--- src/rtl/seq_shift_add_multiplier.sv ---
// -----------------------------------------------------------------------------
// seq_shift_add_multiplier
//
// Sequential shift-and-add multiplier. One multiplier bit is consumed per
// clock. Signed operands are reduced to magnitudes at accept time, the
// magnitudes are multiplied unsigned, and the recorded sign is applied to the
// final sum as it is written into the product register.
//
// Parameters
//   M          multiplicand width (>= 2)
//   N          multiplier width (>= 2)
//   EARLY_TERM 1 = stop as soon as no set multiplier bits remain
//
// Ports
//   clk        clock, rising edge
//   rst        asynchronous active-high reset
//   in_valid   operands valid
//   in_ready   block can accept operands (IDLE and not in reset)
//   a          multiplicand, M bits
//   b          multiplier, N bits
//   sgn        1 = a and b are two's complement, 0 = unsigned
//   abort      synchronous cancel of the operation in flight
//   out_valid  product valid (DONE state)
//   out_ready  consumer accepts the product
//   product    M+N bit result, held until the next completed operation
// -----------------------------------------------------------------------------
module seq_shift_add_multiplier #(
  parameter int M          = 8,
  parameter int N          = 8,
  parameter int EARLY_TERM = 0
) (
  input  logic           clk,
  input  logic           rst,
  input  logic           in_valid,
  output logic           in_ready,
  input  logic [M-1:0]   a,
  input  logic [N-1:0]   b,
  input  logic           sgn,
  input  logic           abort,
  output logic           out_valid,
  input  logic           out_ready,
  output logic [M+N-1:0] product
);

  localparam int W  = M + N;
  localparam int CW = $clog2(N + 1);

  typedef enum logic [1:0] {
    IDLE = 2'd0,
    RUN  = 2'd1,
    DONE = 2'd2
  } state_t;

  state_t         state;
  state_t         state_next;

  logic [W-1:0]   acc;
  logic [W-1:0]   a_shift;   // |a| << count, kept pre-shifted
  logic [N-1:0]   b_rem;     // |b| >> count; bit 0 is the bit processed now
  logic [CW-1:0]  count;
  logic           neg;

  logic           a_neg;
  logic           b_neg;
  logic [M-1:0]   a_mag;
  logic [N-1:0]   b_mag;

  logic           accept;
  logic           step;
  logic           last;
  logic [W-1:0]   acc_sum;
  logic [W-1:0]   result;

  // Magnitudes. The most negative value maps to 2^(M-1) / 2^(N-1), which
  // still fits the unsigned M / N bit field, so no extra bit is needed.
  assign a_neg = sgn & a[M-1];
  assign b_neg = sgn & b[N-1];
  assign a_mag = a_neg ? -a : a;
  assign b_mag = b_neg ? -b : b;

  // Datapath for the current RUN cycle.
  always_comb begin
    acc_sum = b_rem[0] ? (acc + a_shift) : acc;
    result  = neg ? -acc_sum : acc_sum;

    // The last bit is either bit N-1, or (early termination) the bit after
    // which no set bits remain. b = 0 therefore still takes one cycle.
    last = (count == CW'(N - 1));
    if (EARLY_TERM != 0 && b_rem[N-1:1] == '0) begin
      last = 1'b1;
    end
  end

  // ---------------------------------------------------------------------------
  // FSM: state register
  // ---------------------------------------------------------------------------
  always_ff @(posedge clk or posedge rst) begin
    if (rst) begin
      state <= IDLE;
    end else begin
      state <= state_next;
    end
  end

  // ---------------------------------------------------------------------------
  // FSM: next state and control strobes
  // abort beats both completion and the output handshake, and blocks an
  // accept in IDLE.
  // ---------------------------------------------------------------------------
  always_comb begin
    state_next = state;
    accept     = 1'b0;
    step       = 1'b0;

    case (state)
      IDLE: begin
        if (in_valid && !abort) begin
          accept     = 1'b1;
          state_next = RUN;
        end
      end
      RUN: begin
        if (abort) begin
          state_next = IDLE;
        end else begin
          step = 1'b1;
          if (last) begin
            state_next = DONE;
          end
        end
      end
      DONE: begin
        if (abort || out_ready) begin
          state_next = IDLE;
        end
      end
      default: begin
        state_next = IDLE;
      end
    endcase
  end

  assign in_ready  = (state == IDLE) && !rst;
  assign out_valid = (state == DONE);

  // ---------------------------------------------------------------------------
  // Datapath registers
  // ---------------------------------------------------------------------------
  always_ff @(posedge clk or posedge rst) begin
    if (rst) begin
      acc     <= '0;
      a_shift <= '0;
      b_rem   <= '0;
      count   <= '0;
      neg     <= 1'b0;
      product <= '0;
    end else begin
      if (accept) begin
        acc     <= '0;
        a_shift <= W'(a_mag);
        b_rem   <= b_mag;
        count   <= '0;
        neg     <= a_neg ^ b_neg;
      end else if (step) begin
        acc     <= acc_sum;
        a_shift <= a_shift << 1;
        b_rem   <= b_rem >> 1;
        count   <= count + CW'(1);
        // product only changes on the edge that enters DONE
        if (last) begin
          product <= result;
        end
      end
    end
  end

endmodule

--- config.mk ---
export PLATFORM = sky130hd
export DESIGN_NAME = seq_shift_add_multiplier
export DESIGN_NICKNAME = d
export VERILOG_FILES = /design/src/rtl/seq_shift_add_multiplier.sv
export SDC_FILE = /design/constraint.sdc
export NUM_CORES = 1
export LEC_CHECK = 0
export ABC_AREA = 1
export CORE_MARGIN = 2
export CORE_UTILIZATION = 59
export CTS_CLUSTER_DIAMETER = 50
export CTS_CLUSTER_SIZE = 24
export DETAILED_ROUTE_END_ITERATION = 8
export PLACE_DENSITY = 0.81
export SYNTH_ARGS = -nofsm -noshare
export SYNTH_HDL_FRONTEND = slang
export SYNTH_SLANG_ARGS = --single-unit
--- constraint.sdc ---
create_clock -name clk -period 2.7 [get_ports clk]
set_clock_uncertainty 0.05 [all_clocks]
set_input_delay 0.27 -clock clk [delete_from_list [all_inputs] [get_ports clk]]
set_output_delay 0.27 -clock clk [all_outputs]
set_load 0.02 [all_outputs]
==> flow_metrics.py, run 1 <==
metrics = {
    "run_status": {
        "outcome": "finished, final reports clean",
    },
    "layout": {
        "post_route_cells_drive_above_1_share_pct": 11.81,
        "nNetsFinal": 748,
        "area_growth_pct": 16.05,
        "n_antenna_cell": 0,
        "finalCoreUtilization_pct": 70.29,
    },
    "routing": {
        "vias": 4542,
        "first_pass_iters": 5,
        "drtIter0Drc": 205,
        "routed_wl_mm": 11.73,
        "vias_per_cell": 5.587,
        "drc": 0,
        "wl_per_cell_um": 14.42,
        "postRouteAntennaNets": 0,
    },
    "setup_path": {
        "worstSetupStartpoint": "acc[0]",
        "rr_endpoint": "product[14]",
        "crit_path_end": "product[14]",
        "crit_arrival_ns": 2.72,
        "reg2reg_depth": 17,
        "worst_setup_path_start_kind": "flip-flop",
        "crit_type": "flip-flop to flip-flop",
        "crit_required_ns": 2.90,
        "rr_startpoint": "acc[0]",
        "rrSetupSlack_ns": 0.18,
        "path_max_fanout": 4,
        "end_kind": "flip-flop",
    },
    "floorplanning": {
        "start_util_pct": 60.57,
        "io_pins": 40,
        "die_h_um": 92.61,
        "rows": 32,
        "coreArea_um2": 7647,
        "die_w_um": 92.61,
        "die-area_um2": 8576,
    },
    "synth": {
        "yosys_most_used_dff": "dfrtp_1",
        "ys_seq_area_share_pct": 34.04,
        "syn_area_um2": 4632,
        "synth_cells": 661,
        "synth_top_area_cell": "dfrtp_1",
        "syn_avg_cell_area_um2": 7.007,
        "yosys.area.top_type_share_pct": 34.04,
        "synth.most_common_cell": "nand2_1",
        "async_flop_share_pct": 100.0,
        "yosysWarnings": 0,
        "ys_ff_latch": 63,
        "synth_commonest_cells": "nand2_1 (188), inv_1 (87), dfrtp_1 (63)",
        "synth.distinct_cells": 40,
        "synth_nets": 703,
        "synth_edf_count": 0,
        "synth.area.top_cells": "dfrtp_1 (34%), nand2_1 (15%), inv_1 (7.1%)",
    },
    "clock_tree": {
        "clk_pin_slew_ns": 0.08,
        "cts-root-buf": "clkbuf_8",
        "clk_latency_ns": 0.35,
        "numCtsBuffers": 9,
        "cts_tree": "built",
        "ctsLongestPathBuffers": 2,
        "cts_sinks": 63,
        "cts_htree_levels": 3,
        "ctsHoldBuffers": 0,
    },
    "global_route": {
        "antenna_found_initial": 0,
        "grt_util_all_layers_pct": 28.73,
        "grt_pass1_vias": 4446,
        "grt-ovfl-total": 0,
        "grt_max_degree": 64,
        "grt_first_pass_wirelength_mm": 19.65,
    },
    "flow_run": {
        "drv_cap": 0,
    },
    "placement": {
        "hpwl_mm": 8.806,
        "numPortBuffers": 39,
        "place_ws_ns": 0.1110,
        "globalplace.congestion": 0.9434,
    },
    "timing": {
        "hold_viol": 0,
        "rsz0062_at_grt": "true",
        "tightest_slew_ns": 0.4543,
        "relSlewSlack_pct": 69.68,
        "fin_crit_sh_pct": 93.38,
        "drv_slew": 0,
        "max_freq_ghz": 0.3966,
        "fin_crit_ns": 2.521,
        "worst_slack_ns": 0.1788,
        "finalSetupViolCount": 0,
    },
    "power": {
        "leakage_nw": 2.690,
        "peakVddDrop_uv": 402.9,
        "p_per_area_nw_per_um2": 882.5,
    },
    "worst_hold_path": {
        "hold_class": "primary input to asynchronous set/reset pin",
    },
}
worst min path at each step:
stage                    from           to  slack (ns)  cells after the start
global route              rst   product[4]        0.34                      3
CTS                       rst   product[7]        0.32                      3
detailed placement   b_rem[2]     b_rem[2]        0.42                      2
floorplan           out_ready     state[1]        0.30                      1
global placement     b_rem[2]     b_rem[2]        0.41                      2
finish                    rst  product[11]        0.30                      3
report_power, final:
part / switching (mW) / internal [mW] / leakage (nW) / total, mW
clock network: 0.388 / 0.423 / 0.0960 / 0.811
registers: 0.177 / 1.14 / 0.831 / 1.32
logic: 1.69 / 0.921 / 1.76 / 2.61
cell usage in the layout, fill, tap and decap left out, drive strengths merged, types with 2 or more instances in the layout:
cell / n
nand2: 208
inv: 94
nand3: 70
dfrtp: 63
nor2: 55
clkdlybuf4s50: 39
o21ai: 37
a21oi: 22
o22ai: 19
ha: 19
buf: 14
xor2: 10
clkbuf: 10
nor3: 8
a31oi: 7
clkinv: 6
nand4: 5
o221ai: 5
o31ai: 3
a32o: 3
o41ai: 2
o211ai: 2
a22oi: 2
worst max-delay path: stages (launching register included):
cell	delay [ns]
dfrtp_1	0.41
ha_4	0.18
fa_2	0.41
nand2_2	0.07
inv_2	0.04
nor2_4	0.11
ha_2	0.18
inv_1	0.06
nor2_2	0.10
nand3_2	0.10
nor2_4	0.17
nand2_1	0.09
nor2_1	0.13
nand3_1	0.08
nand3_1	0.08
nand2_1	0.07
nand2_1	0.05
nand2_1	0.04
layout make-up:
type                            count  area (um2)
Clock inverter                      6       61.31
Fill cell                         634        2272
Tap cell                          102       127.6
Inverter                           96       362.8
Clock buffer                       10       127.6
Timing Repair Buffer               53       508.0
Sequential cell                    63        1577
Multi-Input combinational cell    483        2611
cell families (layout without fill, tap and decap cells):
family | Yosys count | count (layout) | share of synthesized area (%)
compound gates | 103 | 103 | 13.51
flops | 63 | 63 | 34.04
fa+ha+maj | 20 | 20 | 5.565
simple gates | 350 | 350 | 34.93
buf+inv | 115 | 165 | 10.08
xor+xnor | 10 | 10 | 1.891
sequential cells by signal (all words and copies together) (netlist names):
signal,count
count,4
state,2
product,16
a_shift,16
b_rem,8
neg,1
acc,16
routing by layer:
layer	global-route usage (%)	routed length [um]	vias up	share of wire (%)
li1	-	-	2258	-
met1	32.28	4758	2118	41
met2	53.59	6058	133	52
met3	4.719	541	33	4.6
met4	11.82	368	0	3.1
met5	0	0	-	0
what timing repair did:
item / 4_1_cts / 5_1_grt
endpoints found under the hold margin: 0 / 0
gates resized for setup: 0 / 6
setup endpoints to repair: 0 / 7
buffers inserted: 0 / 3
metrics by stage:
stage / total power [mW] / hold WS (ns) / setup TNS [ns] / cell area, um2 / instances
final: 4.744 / 0.2961 / 0 / 5375 / 813
after global routing: 5.089 / 0.3352 / -0.01207 / 5375 / 813
after CTS: 4.681 / 0.3157 / 0 / 5330 / 810
after detailed placement: 3.863 / 0.4180 / 0 / 5141 / 794
after global placement: 3.774 / 0.4101 / 0 / 5141 / 794
after floorplan: 3.254 / 0.3040 / 0 / 4632 / 661
Power figures use the tool's default switching activity.
==> run 2: changes to the inputs <==
- CORE_UTILIZATION: 59 -> 48
- PLACE_DENSITY: 0.81 -> 0.68
- clock period: 2.7 -> 2.4 ns (I/O delays scaled with it)
==> run 2 against run 1 <==
Net effect: the flow now finishes with violations (setup timing); global-route usage shrank 4.2 points; highest routed layer unchanged; clock-buffer cell count is the same; largest power group unchanged; wire length grew 4.5%; utilization shrank 8.5 points.
==> flow_metrics.py, run 2 (synthesis results as in run 1) <==
metrics = {
    "global_route": {
        "grt_first_pass_wirelength_mm": 19.97,
        "antenna_found_initial": 0,
        "grt_max_degree": 33,
        "grt-ovfl-total": 0,
        "grt_util_all_layers_pct": 24.58,
        "grt_pass1_vias": 4485,
    },
    "timing": {
        "max_freq_ghz": 0.4061,
        "fin_crit_ns": 2.462,
        "rsz0062_at_grt": "true",
        "fin_crit_sh_pct": 102.6,
        "drv_slew": 0,
        "tightest_slew_ns": 0.4875,
        "relSlewSlack_pct": 67.45,
        "finalSetupViolCount": 3,
        "hold_viol": 0,
        "worst_slack_ns": -0.06236,
        "finalSetupTns_ns": -0.1047,
    },
    "layout": {
        "reg.largest.list": "a_shift x16, acc x16, product x16",
        "n_antenna_cell": 0,
        "finalInstanceArea_um2": 5738,
        "register_area_um2": 1577,
        "n_fill_cell": 890,
        "post_route_cells_drive_above_1_share_pct": 18.54,
        "final_common_cell": "nand2_1",
        "multi_input_area_um2": 2741,
        "area_growth_pct": 23.88,
        "final_cell_mix": "nand2_1 (181), inv_1 (85), dfrtp_1 (63), nand3_1 (55), nor2_1 (42)",
        "nNetsFinal": 776,
    },
    "setup_path": {
        "worstSetupStartpoint": "acc[0]",
        "crit_path_end": "product[14]",
        "end_kind": "flip-flop",
        "crit_type": "flip-flop to flip-flop",
        "reg2reg_depth": 18,
        "crit_arrival_ns": 2.71,
        "rr_startpoint": "acc[0]",
        "worst_setup_path_start_kind": "flip-flop",
        "rrSetupSlack_ns": -0.06,
        "rr_endpoint": "product[14]",
        "crit_required_ns": 2.65,
        "path_max_fanout": 3,
    },
    "routing": {
        "routed_wl_mm": 12.25,
        "first_pass_iters": 4,
        "drc": 0,
        "drtIter0Drc": 180,
        "postRouteAntennaNets": 0,
        "wl_per_cell_um": 14.11,
        "vias_per_cell": 5.295,
        "vias": 4596,
    },
    "clock_tree": {
        "cts_tree": "built",
        "clk_pin_slew_ns": 0.08,
        "numCtsBuffers": 9,
        "clk_latency_ns": 0.36,
        "cts_htree_levels": 3,
        "ctsLongestPathBuffers": 2,
        "cts_sinks": 63,
        "cts-root-buf": "clkbuf_8",
    },
    "flow_run": {
        "drv_cap": 0,
    },
    "placement": {
        "globalplace.congestion": 0.9166,
        "placed_cell_area_um2": 5375,
        "place_ws_ns": -0.1085,
        "numPortBuffers": 39,
        "hpwl_mm": 9.170,
    },
    "floorplanning": {
        "io_pins": 40,
        "die-area_um2": 10450,
        "start_util_pct": 49.89,
        "coreArea_um2": 9284,
        "die_w_um": 102.2,
        "rows": 35,
        "die_h_um": 102.2,
    },
    "power": {
        "p_per_area_nw_per_um2": 999.0,
        "peakVddDrop_uv": 415.7,
        "leakage_nw": 2.808,
    },
    "run_status": {
        "outcome": "finished with violations",
        "violations": "setup timing",
    },
    "worst_hold_path": {
        "hold_class": "primary input to asynchronous set/reset pin",
    },
}
[run 2: critical path, stage by stage, from the launching register on]
cell and delay, ns:
dfrtp_1 0.39, ha_2 0.20, fa_2 0.42, nand2_2 0.07
inv_2 0.04, nor2_4 0.10, ha_2 0.19, inv_2 0.03
nor2_1 0.11, nand3_2 0.10, nor2_4 0.15, nand2_4 0.08
nor2_4 0.12, nand2_2 0.07, nand2_2 0.07, nand3_2 0.05
nand2_1 0.06, nand2_1 0.04, nand2_1 0.06
[run 2: report_power, final]
part           internal, mW  total, mW  switching [mW]
clock                 0.369      0.827           0.458
combinational          1.39       3.39            2.00
sequential             1.29       1.51           0.226
total                  3.04       5.73            2.69
[run 2: layer usage]
metal,up-vias,global-route usage (%),wire length (um)
met5,-,0,0
met4,0,11.08,418
met1,2157,27.28,5046
li1,2317,-,-
met2,90,45.75,6392
met3,32,4.172,389
[run 2: how the worst min path moves through the flow]
stage | from | endpoint | slack [ns] | cells past startpoint
floorplan | out_ready | state[1] | 0.27 | 1
global placement | b_rem[2] | b_rem[2] | 0.41 | 2
detailed placement | product[13] | product[13] | 0.41 | 2
CTS | rst | product[2] | 0.20 | 2
global route | rst | product[0] | 0.24 | 2
finish | rst | product[5] | 0.20 | 2
[run 2: cell type report]
type	count	share of cell area, %
clock buffers	10	2.224
clock inverters	6	0.6542
inverters	96	6.324
multi-input cells	483	47.78
flip-flops and latches	63	27.47
well taps	129	2.813
repair buffers	81	12.73
[run 2: through the flow]
step / hold slack (ns) / total power, mW / cells / util, %
global route: 0.2382 / 6.230 / 868 / 61.81
CTS: 0.1991 / 5.500 / 863 / 59.84
floorplan: 0.2740 / 3.660 / 661 / -
finish: 0.2005 / 5.732 / 868 / 61.81
global placement: 0.4095 / 4.591 / 846 / 57.90
detailed placement: 0.4143 / 4.650 / 846 / 57.90
[run 2: repair_timing]
action,in CTS,in global routing
setup endpoints to repair,8,11
buffers inserted,1,5
hold buffers,0,0
gates resized for setup,3,28
pin swaps,5,9
